[config.mk]
export PLATFORM = sky130hd
export DESIGN_NAME = display_scan
export DESIGN_NICKNAME = d
export VERILOG_FILES = /design/src/rtl/display_pkg.sv /design/src/rtl/bcd_to_7seg.sv /design/src/rtl/display_scan.sv
export SDC_FILE = /design/constraint.sdc
export NUM_CORES = 1
export LEC_CHECK = 0
export CAP_MARGIN = 25
export CORE_ASPECT_RATIO = 1.25
export CORE_MARGIN = 4
export CORE_UTILIZATION = 30
export CTS_BUF_LIST = sky130_fd_sc_hd__clkbuf_8 sky130_fd_sc_hd__clkbuf_16
export DETAILED_ROUTE_END_ITERATION = 10
export HOLD_SLACK_MARGIN = 0.1
export PLACE_DENSITY = 0.49
export SLEW_MARGIN = 25
export SYNTH_ARGS = -nofsm -noshare
export SYNTH_HDL_FRONTEND = slang
export SYNTH_SLANG_ARGS = --single-unit
[constraint.sdc]
create_clock -name clk -period 2.45 [get_ports clk]
set_input_delay 0.49 -clock clk [delete_from_list [all_inputs] [get_ports clk]]
set_output_delay 0.49 -clock clk [all_outputs]
set_load 0.005 [all_outputs]
[src/rtl/display_pkg.sv]
// Shared types and 7-segment glyph constants for the display scan block.
// Glyphs are active-high, bit order {g,f,e,d,c,b,a}.
package display_pkg;

    localparam int unsigned DEFAULT_NUM_DIGITS = 4;

    typedef logic [3:0] bcd_digit_t;

    localparam logic [6:0] SEG_0    = 7'h3F;
    localparam logic [6:0] SEG_1    = 7'h06;
    localparam logic [6:0] SEG_2    = 7'h5B;
    localparam logic [6:0] SEG_3    = 7'h4F;
    localparam logic [6:0] SEG_4    = 7'h66;
    localparam logic [6:0] SEG_5    = 7'h6D;
    localparam logic [6:0] SEG_6    = 7'h7D;
    localparam logic [6:0] SEG_7    = 7'h07;
    localparam logic [6:0] SEG_8    = 7'h7F;
    localparam logic [6:0] SEG_9    = 7'h6F;
    localparam logic [6:0] SEG_DASH = 7'h40;
    localparam logic [6:0] SEG_OFF  = 7'h00;

endpackage

[src/rtl/bcd_to_7seg.sv]
// Combinational BCD nibble to active-high 7-segment glyph.
// Non-decimal codes render as a dash so corrupt data is visible on the panel.
module bcd_to_7seg
    import display_pkg::*;
(
    input  bcd_digit_t  digit,
    output logic [6:0]  glyph
);

    always_comb begin
        glyph = SEG_DASH;
        case (digit)
            4'd0:    glyph = SEG_0;
            4'd1:    glyph = SEG_1;
            4'd2:    glyph = SEG_2;
            4'd3:    glyph = SEG_3;
            4'd4:    glyph = SEG_4;
            4'd5:    glyph = SEG_5;
            4'd6:    glyph = SEG_6;
            4'd7:    glyph = SEG_7;
            4'd8:    glyph = SEG_8;
            4'd9:    glyph = SEG_9;
            default: glyph = SEG_DASH;
        endcase
    end

endmodule

[src/rtl/display_scan.sv]
// Multiplexed 7-segment scanner driven by a strobe sampled in the clk domain.
// New data is held pending and adopted only at a frame boundary to avoid tearing.
module display_scan
    import display_pkg::*;
#(
    parameter int unsigned NUM_DIGITS     = DEFAULT_NUM_DIGITS,
    parameter bit          SEG_ACTIVE_LOW = 1'b1,
    parameter bit          AN_ACTIVE_LOW  = 1'b1
) (
    input  logic                      clk,
    input  logic                      reset,
    input  logic                      clk_display,
    input  logic [4*NUM_DIGITS-1:0]   data_in,
    input  logic                      data_valid,
    input  logic                      blank_lz,
    output logic [6:0]                seg,
    output logic [NUM_DIGITS-1:0]     an,
    output logic                      frame_done
);

    localparam int unsigned IDX_W = (NUM_DIGITS > 1) ? $clog2(NUM_DIGITS) : 1;
    localparam logic [IDX_W-1:0] LAST_IDX = IDX_W'(NUM_DIGITS - 1);
    localparam logic [6:0] SEG_IDLE = SEG_ACTIVE_LOW ? ~SEG_OFF : SEG_OFF;
    localparam logic [NUM_DIGITS-1:0] AN_IDLE = {NUM_DIGITS{AN_ACTIVE_LOW}};

    logic sync1_q, sync2_q, prev_q;
    logic tick, wrap;

    logic [IDX_W-1:0]          idx_q, idx_d;
    logic [4*NUM_DIGITS-1:0]   shown_q, shown_d;
    logic [4*NUM_DIGITS-1:0]   pend_q, pend_d;
    logic                      pend_vld_q, pend_vld_d;
    logic [6:0]                seg_q;
    logic [NUM_DIGITS-1:0]     an_q;
    logic                      frame_done_q;

    bcd_digit_t                digits [NUM_DIGITS];
    logic [NUM_DIGITS-1:0]     blank_vec;
    logic                      all_zero;
    bcd_digit_t                cur_digit;
    logic [6:0]                glyph;
    logic [6:0]                seg_lit;
    logic [6:0]                seg_next;
    logic [NUM_DIGITS-1:0]     an_sel;
    logic [NUM_DIGITS-1:0]     an_next;

    assign tick = sync2_q & ~prev_q;
    assign wrap = tick && (idx_q == LAST_IDX);

    always_comb begin
        idx_d = idx_q;
        if (tick) begin
            idx_d = (idx_q == LAST_IDX) ? '0 : idx_q + 1'b1;
        end
    end

    // A write landing on the boundary tick bypasses pending and goes straight to shown.
    always_comb begin
        shown_d    = shown_q;
        pend_d     = pend_q;
        pend_vld_d = pend_vld_q;
        if (wrap) begin
            pend_vld_d = 1'b0;
            if (data_valid) begin
                shown_d = data_in;
                pend_d  = data_in;
            end else if (pend_vld_q) begin
                shown_d = pend_q;
            end
        end else if (data_valid) begin
            pend_d     = data_in;
            pend_vld_d = 1'b1;
        end
    end

    // Outputs are built from next-state so they show the new slot right after the tick.
    always_comb begin
        all_zero = 1'b1;
        for (int k = NUM_DIGITS - 1; k >= 0; k--) begin
            digits[k]    = shown_d[4*k +: 4];
            all_zero     = all_zero & (digits[k] == 4'd0);
            blank_vec[k] = blank_lz && all_zero && (k > 0);
        end
    end

    assign cur_digit = digits[idx_d];

    bcd_to_7seg u_dec (
        .digit (cur_digit),
        .glyph (glyph)
    );

    always_comb begin
        seg_lit  = blank_vec[idx_d] ? SEG_OFF : glyph;
        seg_next = SEG_ACTIVE_LOW ? ~seg_lit : seg_lit;
        an_sel        = '0;
        an_sel[idx_d] = 1'b1;
        an_next  = AN_ACTIVE_LOW ? ~an_sel : an_sel;
    end

    always_ff @(posedge clk or negedge reset) begin
        if (!reset) begin
            sync1_q      <= 1'b0;
            sync2_q      <= 1'b0;
            prev_q       <= 1'b0;
            idx_q        <= '0;
            shown_q      <= '0;
            pend_q       <= '0;
            pend_vld_q   <= 1'b0;
            seg_q        <= SEG_IDLE;
            an_q         <= AN_IDLE;
            frame_done_q <= 1'b0;
        end else begin
            sync1_q      <= clk_display;
            sync2_q      <= sync1_q;
            prev_q       <= sync2_q;
            idx_q        <= idx_d;
            shown_q      <= shown_d;
            pend_q       <= pend_d;
            pend_vld_q   <= pend_vld_d;
            frame_done_q <= wrap;
            if (tick) begin
                seg_q <= seg_next;
                an_q  <= an_next;
            end
        end
    end

    assign seg        = seg_q;
    assign an         = an_q;
    assign frame_done = frame_done_q;

endmodule

Yosys cells after proc, flatten, opt, wreduce, memory -nomap -nowiden
Memory sizes are Yosys's and may differ from the RTL's. Cells that the tools add are included.

ROM bits: 112. Register bits after elaboration: 50. Output and inout port bits: 12. Logic and storage cells: 47. Memories kept: 1. Bits of input ports: 21.

Memory list: (no name shown) (words 16, width 7, read ports 1, clocked after Yosys merged registers in 0, wr ports 0, RTL line bcd_to_7seg.sv:12) `case (digit)`.

Reduce and logical (&&, ||, !) cells: 9. Order comparisons: 3. Add/sub/neg operators: 1. Bitwise logic cells: 7. Multiplexer cells: 15. Eq/ne operators: 1.

Operators with widths (count): $mux 16 (3); $logic_not 4->1 (3); $bmux 4 s2 (1); $mux 4 (2); $mux 7 (1); $not 7->7 (1); $logic_and 1x1->1 (5); $mux 1 (4); $mux 2 (2); $not 4->4 (1); $and 1x1->1 (3); $ge 3x3->1 const B (1); $lt 2x3->1 const B (1); $not 2->3 (1); $add 2x1->2 const B (1); $bmux 1 s2 (1); $demux 1 s2 (1); $eq 2x2->1 const B (1); $ge 2x1->1 const B (1); $reduce_bool 2->1 (1); $not 1->1 (1).

Depth between registers and ports, before layout
Gate-level depths: netlist of run 1.

Word-level depth: 12. Depth in mapped cells: 13. Gate-level depth less buffers: 12.

By module
A second synthesis of run 1 with hierarchy kept.

Cell total of the unflattened synthesis: 191. Area, all modules: 2411.1 µm².

By module, submodules not included: display_scan (seq. area each 1265.0 µm², area each 2183.3 µm², instances 1, cells each 162); bcd_to_7seg (seq. area each 0.0 µm², area each 227.7 µm², instances 1, cells each 29).

Least setup slack after synthesis of run 1
No wires, ideal clock.

Path kind: reg2reg. From: register idx_q[1]. To: register seg_q[0], in the netlist seg[0]. Period minus slack after synthesis: 2.613 ns. Setup slack: -0.163 ns. Library setup time: 0.084 ns. Cell stages (with the launch flop): 14. Path buffers: 1. Arrival: 2.529 ns. Required time: 2.366 ns. Cell sequence: dfrtp_1 ha_1 nand3b_4 nor2_2 buf_2 mux2i_1 inv_1 nand2_1 o21ai_0 mux2_2 ha_1 mux2_4 nand2_2 a21oi_2.

Elaborated cells between the ends (all ways): 23. Those cells by class: add/sub (1); eq/ne (1); mux (9); bitwise (4); reduce/logical (7); memory (1).

RTL lines: start: declaration (RTL line display_scan.sv:29) `logic [IDX_W-1:0] idx_q, idx_d;`; start signal: assignment (RTL line display_scan.sv:117) `idx_q <= idx_d;`; $eq 2x2->1 * (RTL line display_scan.sv:48) `assign wrap = tick && (idx_q == LAST_IDX);`; $logic_and 1x1->1 * (RTL line display_scan.sv:48); $mux 16 * (RTL line display_scan.sv:62) `if (wrap) begin`; named net shown_d[4] (RTL line display_scan.sv:30) `logic [4*NUM_DIGITS-1:0] shown_q, shown_d;`; branches (longest 5 deep; another with $mem_v2 16x7); $mux 7 * (RTL line display_scan.sv:94) `seg_lit = blank_vec[idx_d] ? SEG_OFF : glyph;`; $not 7->7 * (RTL line display_scan.sv:95) `seg_next = SEG_ACTIVE_LOW ? ~seg_lit : seg_lit;`; end signal: assignment (RTL line display_scan.sv:123) `seg_q <= seg_next;`; end: declaration (RTL line display_scan.sv:33) `logic [6:0] seg_q;`.

Mark *: on every way through the listed nets, which the timed path passes. The select of a mux whose other input is x is not followed. A chain may end at the register's enable or synchronous reset.

Worst setup path after layout of run 1
From: input port data_valid. To: register seg_q[5], in the netlist seg[5].

Cells in the longest elaborated chain, start to end: 10. Elaborated cells between the ends (all ways): 18. Those cells by class: mux (8); bitwise (3); reduce/logical (6); memory (1).

RTL lines: start: declaration (RTL line display_scan.sv:14) `input logic data_valid,`; $mux 16 * (RTL line display_scan.sv:64) `if (data_valid) begin`; $mux 16 * (RTL line display_scan.sv:62); branches (longest 6 deep; another with $mem_v2 16x7); $mux 7 * (RTL line display_scan.sv:94); $not 7->7 * (RTL line display_scan.sv:95).

Mark *: on every way between the ends. The select of a mux whose other input is x is not followed.

==> results of run 1 <==
-- timing repair --
action / CTS / global route
pin swaps: 12 / 4
endpoints found under the setup margin: 7 / 7
buffers inserted: 11 / 0
gates cloned: 1 / 0
gates resized for setup: 52 / 11
-- area by class of cell --
class	instances	share of cell area, %
multi-input combinational	141	35.69
tap	95	3.214
timing repair buffer	97	23.17
clock buffer	6	2.233
inverter	12	1.286
clock inverter	2	0.2030
sequential	50	34.20
-- per-stage QoR --
| step | power, W | setup slack (ns) | util, % |
|---|---|---|---|
| final | 0.004689 | -0.01858 | 47.19 |
| after global routing | 0.005064 | -0.1178 | 47.19 |
| after CTS | 0.004608 | -0.02114 | 46.52 |
| after detailed placement | 0.003588 | -0.6524 | 41.19 |
| after global placement | 0.003574 | -0.6489 | 41.19 |
| after floorplan | 0.002539 | 0.004853 | - |
-- Yosys cell counts, types with 2 or more instances --
cell,number,area [µm²]
dfrtp_1,39,975.9
nor2_1,23,86.33
a21oi_1,21,105.1
mux2_2,15,168.9
dfstp_2,11,289.0
mux2i_1,10,100.1
inv_1,9,33.78
nand2_1,8,30.03
nor3_1,7,35.03
nor4_1,7,43.79
ha_1,6,75.07
o21ai_0,6,30.03
buf_6,4,45.04
mux2_4,4,60.06
buf_2,3,15.01
o211ai_1,3,22.52
inv_2,2,7.510
nor2_2,2,12.51
o31ai_1,2,15.01
-- worst max path at each step --
stage	slack, ns	start	cells after the start	end
detailed placement	-0.65	data_valid	10	seg[3]
floorplan	0.005	idx_q[1]	13	seg[0]
global route	-0.12	idx_q[1]	12	seg[0]
finish	-0.02	data_valid	11	seg[5]
global placement	-0.65	data_valid	10	seg[1]
CTS	-0.02	idx_q[1]	9	seg[6]
-- worst max-delay path, stage by stage --
cell and delay, ns:
dlygate4sd2_1 0.24, buf_6 0.14, or2_2 0.32, buf_4 0.18, a21oi_1 0.32, nor4_4 0.10
nor4_4 0.26, buf_4 0.19, nand2_1 0.09, a21boi_4 0.27, a21oi_2 0.09
-- placed cells by master, fill, tap and decap left out, types with 7 or more instances in the layout --
cell	Yosys	routed
nor2_1	23	22
clkdlybuf4s50_1	0	30
nand2_1	8	8
a21oi_2	1	8
dfstp_2	11	11
mux2_4	4	12
mux2_2	15	7
buf_4	0	55
a21oi_1	21	13
inv_1	9	10
dfrtp_1	39	39
buf_6	4	8
-- registers in the layout, summed over array words and instances, names as in the netlist --
name and flops:
shown_q 16, sync2_q 1, an 4, pend_vld_q 1, sync1_q 1, frame_done 1, idx_q 2, pend_q 16
prev_q 1, seg 7
-- layer usage --
layer  vias to the layer above  share of wire (%)  GRT usage (%)
met5                         -                  0              0
met4                         0                2.4          5.292
met3                        11                3.0          2.515
met2                        34                 51          24.28
met1                       952                 44          18.09
li1                        941                  -              -
-- kinds of logic after synthesis --
kind of cell | count (synthesis) | share of synthesized area (%)
buffers and inverters | 20 | 4.602
AOI/OAI and AO/OA | 44 | 11.69
adders and majority gates | 6 | 3.102
muxes | 30 | 14.53
DFF | 50 | 52.28
and+or+nand+nor | 60 | 13.81
-- report_power, final --
| group | switching (W) | internal, W | leakage [nW] | total (W) |
|---|---|---|---|---|
| sequential | 0.000154 | 0.00116 | 0.572 | 0.00131 |
| combinational | 0.00134 | 0.00154 | 0.966 | 0.00289 |
| clock | 0.000270 | 0.000223 | 0.0538 | 0.000493 |
==> metrics, run 1 <==
status finished with violations; failing checks negative setup slack; register area share after synthesis 52.28%; final hold vios 0; R2R Path Start idx_q[1]; diode count 0; largest net degree at the start of global routing 28; crit path time final 2.469 ns; FMAX 0.4051 GHz; initial core utilization 30.87%; first-pass GRT wire length 10.59 mm; critical path peak fanout 7; Max Cap Viol 0; reg2reg setup slack 0.01 ns; Routed Wire Length 6.248 mm; r2r endpoint seg[6]; post-route cell area 3699 µm²; CP arrival 2.69 ns; number of global-route vias before repair 2,178; Post-synth ARST share 100.0%; clk slew on worst S/H paths 0.08 ns; Max VDD drop 0.0006925 V; Worst Hold Class input port to async pin; Reg area 1265 µm²; RSZ-0062 raised after global routing true; worst slew pin tran 0.5607 ns; share of layout cells above drive strength 1 48.38%; CTS max path bufs 2; CTS H-tree lvls 2; Worst Path Required 2.67 ns; Final Setup Violations 5; detailed-route via count 1,938; Worst-Skew Late Latency 0.30 ns; hold slack final 0.1754 ns; Antenna Nets Post-Route 0; clk_skew 0.01498 ns; count of flip-flops with a built-in enable after synthesis 0; Worst Setup Start Kind input port; fillers 754; Vias/cell 4.809; hold bufs inserted after CTS 0; WL/cell 15.50 µm; Worst slew margin 62.62%; setup TNS -0.06988 ns; Pins Over Slew Limit 0; global placer's final weighted congestion 0.7500; drt pass-1 iters 4; io pins 33; WS Path Type input port to flip-flop; Rows 36; Die X 88.33 µm; clock root cell clkbuf_8; multi-input logic area 1320 µm²; period utilization 100.8%; final net count 334; Clock Sinks 50; TritonCTS Buffers 5; GRT overflow 0; area grow syn2layout 52.84%; die span in y 108.4 µm; Yosys cell types 47; fin cells 403; Post-Syn Area 2420 µm²; Initial DRC Count 56; initial antenna violation count 0; Syn Inst Count 210; worst r2r path cells 9; Mean Syn Cell Area 11.52 µm²; TritonCTS clock tree yes; dpl hpwl 4.358 mm; syn nets 237; Synthesis Warnings 0; #FFs+latches synth 50; Post-DP Area 3228 µm²; Port Buffer Count 32; static leakage 1.592 nW; Cells after DPL 383; Worst setup EP type flip-flop; setup ws final -0.01858 ns; Die Area 9576 µm²; DRC violations left 0; Most used DFF post-synth dfrtp_1; Power Density 1268 nW/µm²; Global Route Usage Sum 14.34%; Core Area 7838 µm²
No activity file was read; power rests on OpenSTA's default activity.
==> inputs of run 2 (changes only) <==
--- a/config.mk
+++ b/config.mk
@@ -6,7 +6,6 @@
 export NUM_CORES = 1
 export LEC_CHECK = 0
 export CAP_MARGIN = 25
-export CORE_ASPECT_RATIO = 1.25
 export CORE_MARGIN = 4
 export CORE_UTILIZATION = 30
 export CTS_BUF_LIST = sky130_fd_sc_hd__clkbuf_8 sky130_fd_sc_hd__clkbuf_16
==> run 2 against run 1 <==
Effect of this change: the flow now finishes without violations; final area shrank 2.2%; sequential power hardly changed; worst setup slack gained 0.075 ns.
==> metrics, run 2 (synthesis gave the netlist of run 1 again) <==
Post-DP Area 3214 µm² (was 3228 µm²); commonest non-fill, non-tap cell in the layout buf_4 (unchanged); cell repeated most along the worst path mux2_4; Worst Hold Class input port to async pin (unchanged); pre-CTS setup slack -0.6339 ns (was -0.6524 ns); Worst Setup Start Kind flip-flop (was input port); largest net degree at the start of global routing 51 (was 28); slowest CP cell dfrtp_1 (was or2_2); initial core utilization 31.15% (was 30.87%); fin cells 403 (unchanged); Worst slew margin 58.04% (was 62.62%); hold slack final 0.2762 ns (was 0.1754 ns); Worst-Skew Late Latency 0.30 ns (about the same); Worst Path Required 2.69 ns (was 2.67 ns); worst slew pin tran 0.6294 ns (was 0.5607 ns); Initial DRC Count 52 (was 56); area grow syn2layout 49.53% (was 52.84%); Max Cap Viol 0 (unchanged); static leakage 1.536 nW (was 1.592 nW); detailed-route via count 1,886 (was 1,938); WL/cell 14.28 µm (was 15.50 µm); initial antenna violation count 0 (unchanged); Rows 32 (was 36); number of global-route vias before repair 1,904 (was 2,178); TritonCTS clock tree yes (unchanged); status finished, final reports clean (was finished with violations); R2R Path Start prev_q (was idx_q[1]); Max VDD drop 0.0007306 V (was 0.0006925 V); WS Path Type flip-flop to flip-flop (was input port to flip-flop); clk_skew 0.003558 ns (was 0.01498 ns); drt pass-1 iters 4 (unchanged); io pins 33 (unchanged); Vias/cell 4.680 (was 4.809); first-pass GRT wire length 9.632 mm (was 10.59 mm); r2r endpoint seg[0] (was seg[6]); CP peak stage delay 0.42 ns (was 0.32 ns); CP bufs+invs 3 (was 4); Die X 97.81 µm (was 88.33 µm); Pins Over Slew Limit 0 (unchanged); commonest cells after routing, fill and taps aside 52 x buf_4, 39 x dfrtp_1, 30 x clkdlybuf4s50_1, 22 x nor2_1, 14 x a21oi_1 (was 55 x buf_4, 39 x dfrtp_1, 30 x clkdlybuf4s50_1, 22 x nor2_1, 13 x a21oi_1); TritonCTS Buffers 5 (unchanged); Port Buffer Count 32 (unchanged); share of layout cells above drive strength 1 48.17% (was 48.38%); CP arrival 2.63 ns (was 2.69 ns); clk slew on worst S/H paths 0.09 ns (was 0.08 ns); setup ws final 0.05651 ns (was -0.01858 ns); RSZ-0062 raised after global routing true (unchanged); dpl hpwl 4.118 mm (was 4.358 mm); Worst setup EP type flip-flop (unchanged); Antenna Nets Post-Route 0 (unchanged); Final Setup Violations 0 (was 5); CTS max path bufs 2 (unchanged); reg2reg setup slack 0.06 ns (was 0.01 ns); crit path time final 2.393 ns (was 2.469 ns); Global Route Usage Sum 12.29% (was 14.34%); Clock Sinks 50 (unchanged); clock root cell clkbuf_8 (unchanged); period utilization 97.69% (was 100.8%); GRT overflow 0 (unchanged); hold bufs inserted after CTS 0 (unchanged); final hold vios 0 (unchanged); global placer's final weighted congestion 0.7445 (was 0.7500); Cells after DPL 387 (was 383); Die Area 9567 µm² (was 9576 µm²); Routed Wire Length 5.753 mm (was 6.248 mm); diode count 0 (unchanged); DRC violations left 0 (unchanged); cell family with the largest share of critical-path delay multiplexers (was simple AND/OR/NAND/NOR gates); FMAX 0.4178 GHz (was 0.4051 GHz); setup TNS 0 ns (was -0.06988 ns); worst r2r path cells 11 (was 9); CP cell instances nor2b_4 -> buf_12 -> mux2i_4 -> inv_4 -> buf_4 -> mux2_2 -> mux2_4 -> ha_2 -> mux2_4 -> nand2_2 -> a21oi_2 (was dlygate4sd2_1 -> buf_6 -> or2_2 -> buf_4 -> a21oi_1 -> nor4_4 -> nor4_4 -> buf_4 -> nand2_1 -> a21boi_4 -> a21oi_2); Core Area 7767 µm² (was 7838 µm²); Power Density 1225 nW/µm² (was 1268 nW/µm²); critical path peak fanout 4 (was 7); final net count 328 (was 334); post-route cell area 3618 µm² (was 3699 µm²); CTS H-tree lvls 2 (unchanged); die span in y 97.81 µm (was 108.4 µm)
==> run 2: cell types whose count changed in the layout (fill, tap and decap cells not counted), sizes merged <==
cell         change
dlygate4sd2      -1
buf              -5
nor2             -1
clkinv           +2
inv              -2
==> run 2: routing by layer <==
metal  GRT usage, %  wire length (µm)  vias up  part of all wire, %
met2          19.50              2734       26                   48
met3          2.857               191        4                  3.3
met5              0                 0        -                    0
li1               -                 -      928                    -
met4          2.875                47        0                 0.82
met1          17.12              2780      928                   48
==> run 2: timing repair <==
item,4_1_cts,5_1_grt
pin swaps,1,13
buffers inserted,5,7
gates resized for setup,16,43
setup endpoints to repair,7,7
==> run 2: final cells by class <==
| cell class | count | area (µm²) |
|---|---|---|
| inverter | 12 | 52.55 |
| multi-input combinational | 140 | 1277 |
| timing repair buffer | 92 | 817.0 |
| fill | 733 | 4149 |
| sequential | 50 | 1265 |
| clock inverter | 2 | 10.01 |
| tap | 102 | 127.6 |
| clock buffer | 5 | 68.82 |
==> run 2: worst reg2reg max path, cell delays in order (launching register included) <==
cell and delay, ns:
dfrtp_1 0.42, nor2b_4 0.17, buf_12 0.12, mux2i_4 0.25
inv_4 0.08, buf_4 0.14, mux2_2 0.30, mux2_4 0.28
ha_2 0.19, mux2_4 0.26, nand2_2 0.07, a21oi_2 0.05
==> run 2: per-stage QoR <==
stage | total power (W) | util, %
after floorplan | 0.002539 | -
after global placement | 0.003566 | 41.38
after detailed placement | 0.003575 | 41.38
after CTS | 0.004170 | 43.83
after global routing | 0.004773 | 46.59
final | 0.004431 | 46.59
==> run 2: worst max path at each step <==
stage / from / endpoint / slack, ns / cells past startpoint
after global routing: prev_q / seg[6] / -0.03 / 12
after floorplan: idx_q[1] / seg[0] / 0.005 / 13
final: prev_q / seg[0] / 0.06 / 11
after detailed placement: data_valid / seg[3] / -0.63 / 13
after global placement: data_valid / seg[3] / -0.61 / 13
after CTS: idx_q[1] / seg[3] / 0.006 / 12
==> run 2: report_power, final <==
| group | leakage, nW | switching (W) | internal [W] |
|---|---|---|---|
| logic | 0.921 | 0.00126 | 0.00141 |
| registers | 0.572 | 0.000145 | 0.00116 |
| clock network | 0.0438 | 0.000262 | 0.000192 |
==> inputs of run 3 (changes only) <==
--- a/config.mk
+++ b/config.mk
@@ -5,7 +5,7 @@
 export SDC_FILE = /design/constraint.sdc
 export NUM_CORES = 1
 export LEC_CHECK = 0
-export CAP_MARGIN = 25
+export CORE_ASPECT_RATIO = 1.5
 export CORE_MARGIN = 4
 export CORE_UTILIZATION = 30
 export CTS_BUF_LIST = sky130_fd_sc_hd__clkbuf_8 sky130_fd_sc_hd__clkbuf_16
==> run 3 against run 2 <==
Effect of this change: sequential share of layout area is 1.2 points lower; die area rose by 0.31%; power is 10% higher; non-clock buffer count increased by 5; clock skew rose by 0.0037 ns; core utilization increased by 1.7 points; count of clock-buffer cells in the layout unchanged; sequential power barely moved; critical path type unchanged; largest power group unchanged.
==> metrics, run 3 (synthesis gave the netlist of run 1 again) <==
Worst slew margin 69.67% (was 58.04%); TritonCTS clock tree yes (unchanged); final net count 333 (was 328); GRT overflow 0 (unchanged); commonest non-fill, non-tap cell in the layout buf_4 (unchanged); Power Density 1303 nW/µm² (was 1225 nW/µm²); Cells after DPL 391 (was 387); Core Area 7759 µm² (was 7767 µm²); Post-DP Area 3257 µm² (was 3214 µm²); crit path time final 2.412 ns (was 2.393 ns); Port Buffer Count 32 (unchanged); CTS H-tree lvls 2 (unchanged); fillers 722 (was 733); Max VDD drop 0.0006100 V (was 0.0007306 V); Clock Sinks 50 (unchanged); fin util 48.28% (was 46.59%); Die X 81.33 µm (was 97.81 µm); Reg area 1265 µm² (unchanged); period utilization 98.44% (was 97.69%); Worst Path Required 2.67 ns (was 2.69 ns); drt pass-1 iters 4 (unchanged); worst setup path startpoint idx_q[0] (was prev_q); Worst-Skew Late Latency 0.29 ns (was 0.30 ns); FMAX 0.4146 GHz (was 0.4178 GHz); fin cells 409 (was 403); R2R Path Start idx_q[0] (was prev_q); combinational power share 59.5% (was 60.4%); Psw 0.001790 W (was 0.001672 W); DRC violations left 0 (unchanged); commonest cells after routing, fill and taps aside 54 x buf_4, 39 x dfrtp_1, 30 x clkdlybuf4s50_1, 21 x nor2_1, 16 x a21oi_1 (was 52 x buf_4, 39 x dfrtp_1, 30 x clkdlybuf4s50_1, 22 x nor2_1, 14 x a21oi_1); Die Area 9597 µm² (was 9567 µm²); io pins 33 (unchanged); CP bufs+invs 2 (was 3); CTS max path bufs 2 (unchanged); TritonCTS Buffers 5 (unchanged); largest net degree at the start of global routing 51 (unchanged); Routed Wire Length 6.291 mm (was 5.753 mm); initial core utilization 31.19% (was 31.15%); Worst Setup Start Kind flip-flop (unchanged); worst slew pin tran 0.4422 ns (was 0.6294 ns); dpl hpwl 4.511 mm (was 4.118 mm); WL/cell 15.38 µm (was 14.28 µm); Global Route Usage Sum 13.51% (was 12.29%); critical path peak fanout 5 (was 4); post-route cell area 3746 µm² (was 3618 µm²); CP peak stage delay 0.40 ns (was 0.42 ns); initial antenna violation count 0 (unchanged); hold bufs inserted after CTS 0 (unchanged); Rows 39 (was 32); RSZ-0062 raised after global routing true (unchanged); clk_skew 0.007269 ns (was 0.003558 ns); Initial DRC Count 68 (was 52); CP arrival 2.63 ns (about the same); Pins Over Slew Limit 0 (unchanged); detailed-route via count 1,930 (was 1,886); hold slack final 0.1851 ns (was 0.2762 ns); WS Path Type flip-flop to flip-flop (unchanged); diode count 0 (unchanged); clock root cell clkbuf_16 (was clkbuf_8); Antenna Nets Post-Route 0 (unchanged); clk slew on worst S/H paths 0.07 ns (was 0.09 ns); Pint 0.003090 W (was 0.002760 W); die span in y 118.0 µm (was 97.81 µm); status finished, final reports clean (unchanged); final hold vios 0 (unchanged); Worst setup EP type flip-flop (unchanged); number of global-route vias before repair 2,029 (was 1,904); slowest CP cell dfrtp_1 (unchanged); Vias/cell 4.719 (was 4.680); sequential share of power 26.8% (was 29.3%); area grow syn2layout 54.81% (was 49.53%); cell family with the largest share of critical-path delay multiplexers (unchanged); clock share of power 13.7% (was 10.2%); setup TNS 0 ns (unchanged); static leakage 1.604 nW (was 1.536 nW); first-pass GRT wire length 9.846 mm (was 9.632 mm); global placer's final weighted congestion 0.7575 (was 0.7445); CP cell instances ha_4 -> nand3b_4 -> nor2_4 -> buf_6 -> buf_6 -> mux2i_4 -> o21ai_2 -> mux2_4 -> ha_2 -> mux2_4 -> nand2_2 -> a21oi_2 (was nor2b_4 -> buf_12 -> mux2i_4 -> inv_4 -> buf_4 -> mux2_2 -> mux2_4 -> ha_2 -> mux2_4 -> nand2_2 -> a21oi_2); Net Sw Frac 36.68% (was 37.72%); Max Cap Viol 0 (unchanged); Worst Hold Class input port to async pin (unchanged); multi-input logic area 1292 µm² (was 1277 µm²); share of layout cells above drive strength 1 48.86% (was 48.17%); Final Setup Violations 0 (unchanged)
## run 3: cell count changes in the layout (fill, tap and decap cells not counted), sizes merged
cell,delta
buf,+5
inv,+3
clkinv,-2
clkbuf,-1
clkdlybuf4s15,+1
## run 3: final timing paths
path,to,slack [ns],depth (start not counted)
setup / recovery,seg[0],0.04,12
hold / removal,pend_q[2],0.19,2
setup reg to reg,seg[0],0.04,12
hold reg to reg,sync2_q,0.35,0
max in group asynchronous,seg[4],1.98,2
min in group clk,sync2_q,0.35,0
## run 3: power groups by stage
stage	Sequential [W]	Combinational, W	Clock, W
2_1_floorplan	0.00128	0.00125	0
3_3_place_gp	0.00130	0.00237	0
3_5_place_dp	0.00130	0.00239	0
4_1_cts	0.00129	0.00263	0.000682
5_1_grt	0.00134	0.00315	0.000721
6_report	0.00131	0.00291	0.000668
## run 3: metal layers
layer / track usage (%) / vias to the layer above / part of all wire [%]
met1: 15.05 / 960 / 40
met5: 0 / - / 0
met2: 24.44 / 22 / 56
li1: - / 940 / -
met4: 5.074 / 0 / 1.8
met3: 2.527 / 8 / 2.4
## run 3: worst register-to-register path, cell delays in order, from the launching register on
cell      delay, ns
dfrtp_1        0.40
ha_4           0.17
nand3b_4       0.14
nor2_4         0.15
buf_6          0.16
buf_6          0.12
mux2i_4        0.24
o21ai_2        0.10
mux2_4         0.29
ha_2           0.19
mux2_4         0.27
nand2_2        0.08
a21oi_2        0.05
## run 3: what timing repair did
item | in CTS | in global routing
gates resized for setup | 31 | 35
pin swaps | 7 | 9
endpoints found under the setup margin | 7 | 7
endpoints found under the hold margin | 0 | 0
setup buffers | 7 | 3
## run 3: metrics by stage
step | setup slack (ns) | total power [W]
2_1_floorplan | 0.004853 | 0.002539
3_3_place_gp | -0.7438 | 0.003670
3_5_place_dp | -0.7791 | 0.003688
4_1_cts | 0.001126 | 0.004602
5_1_grt | -0.06593 | 0.005212
6_report | 0.03816 | 0.004880
## run 3: final cells by class
class,count,area share (%)
Multi-Input combinational cell,140,34.50
Sequential cell,50,33.77
Timing Repair Buffer,97,23.28
Tap cell,102,3.407
Clock buffer,5,3.340
Inverter,12,1.403
Clock inverter,3,0.3006
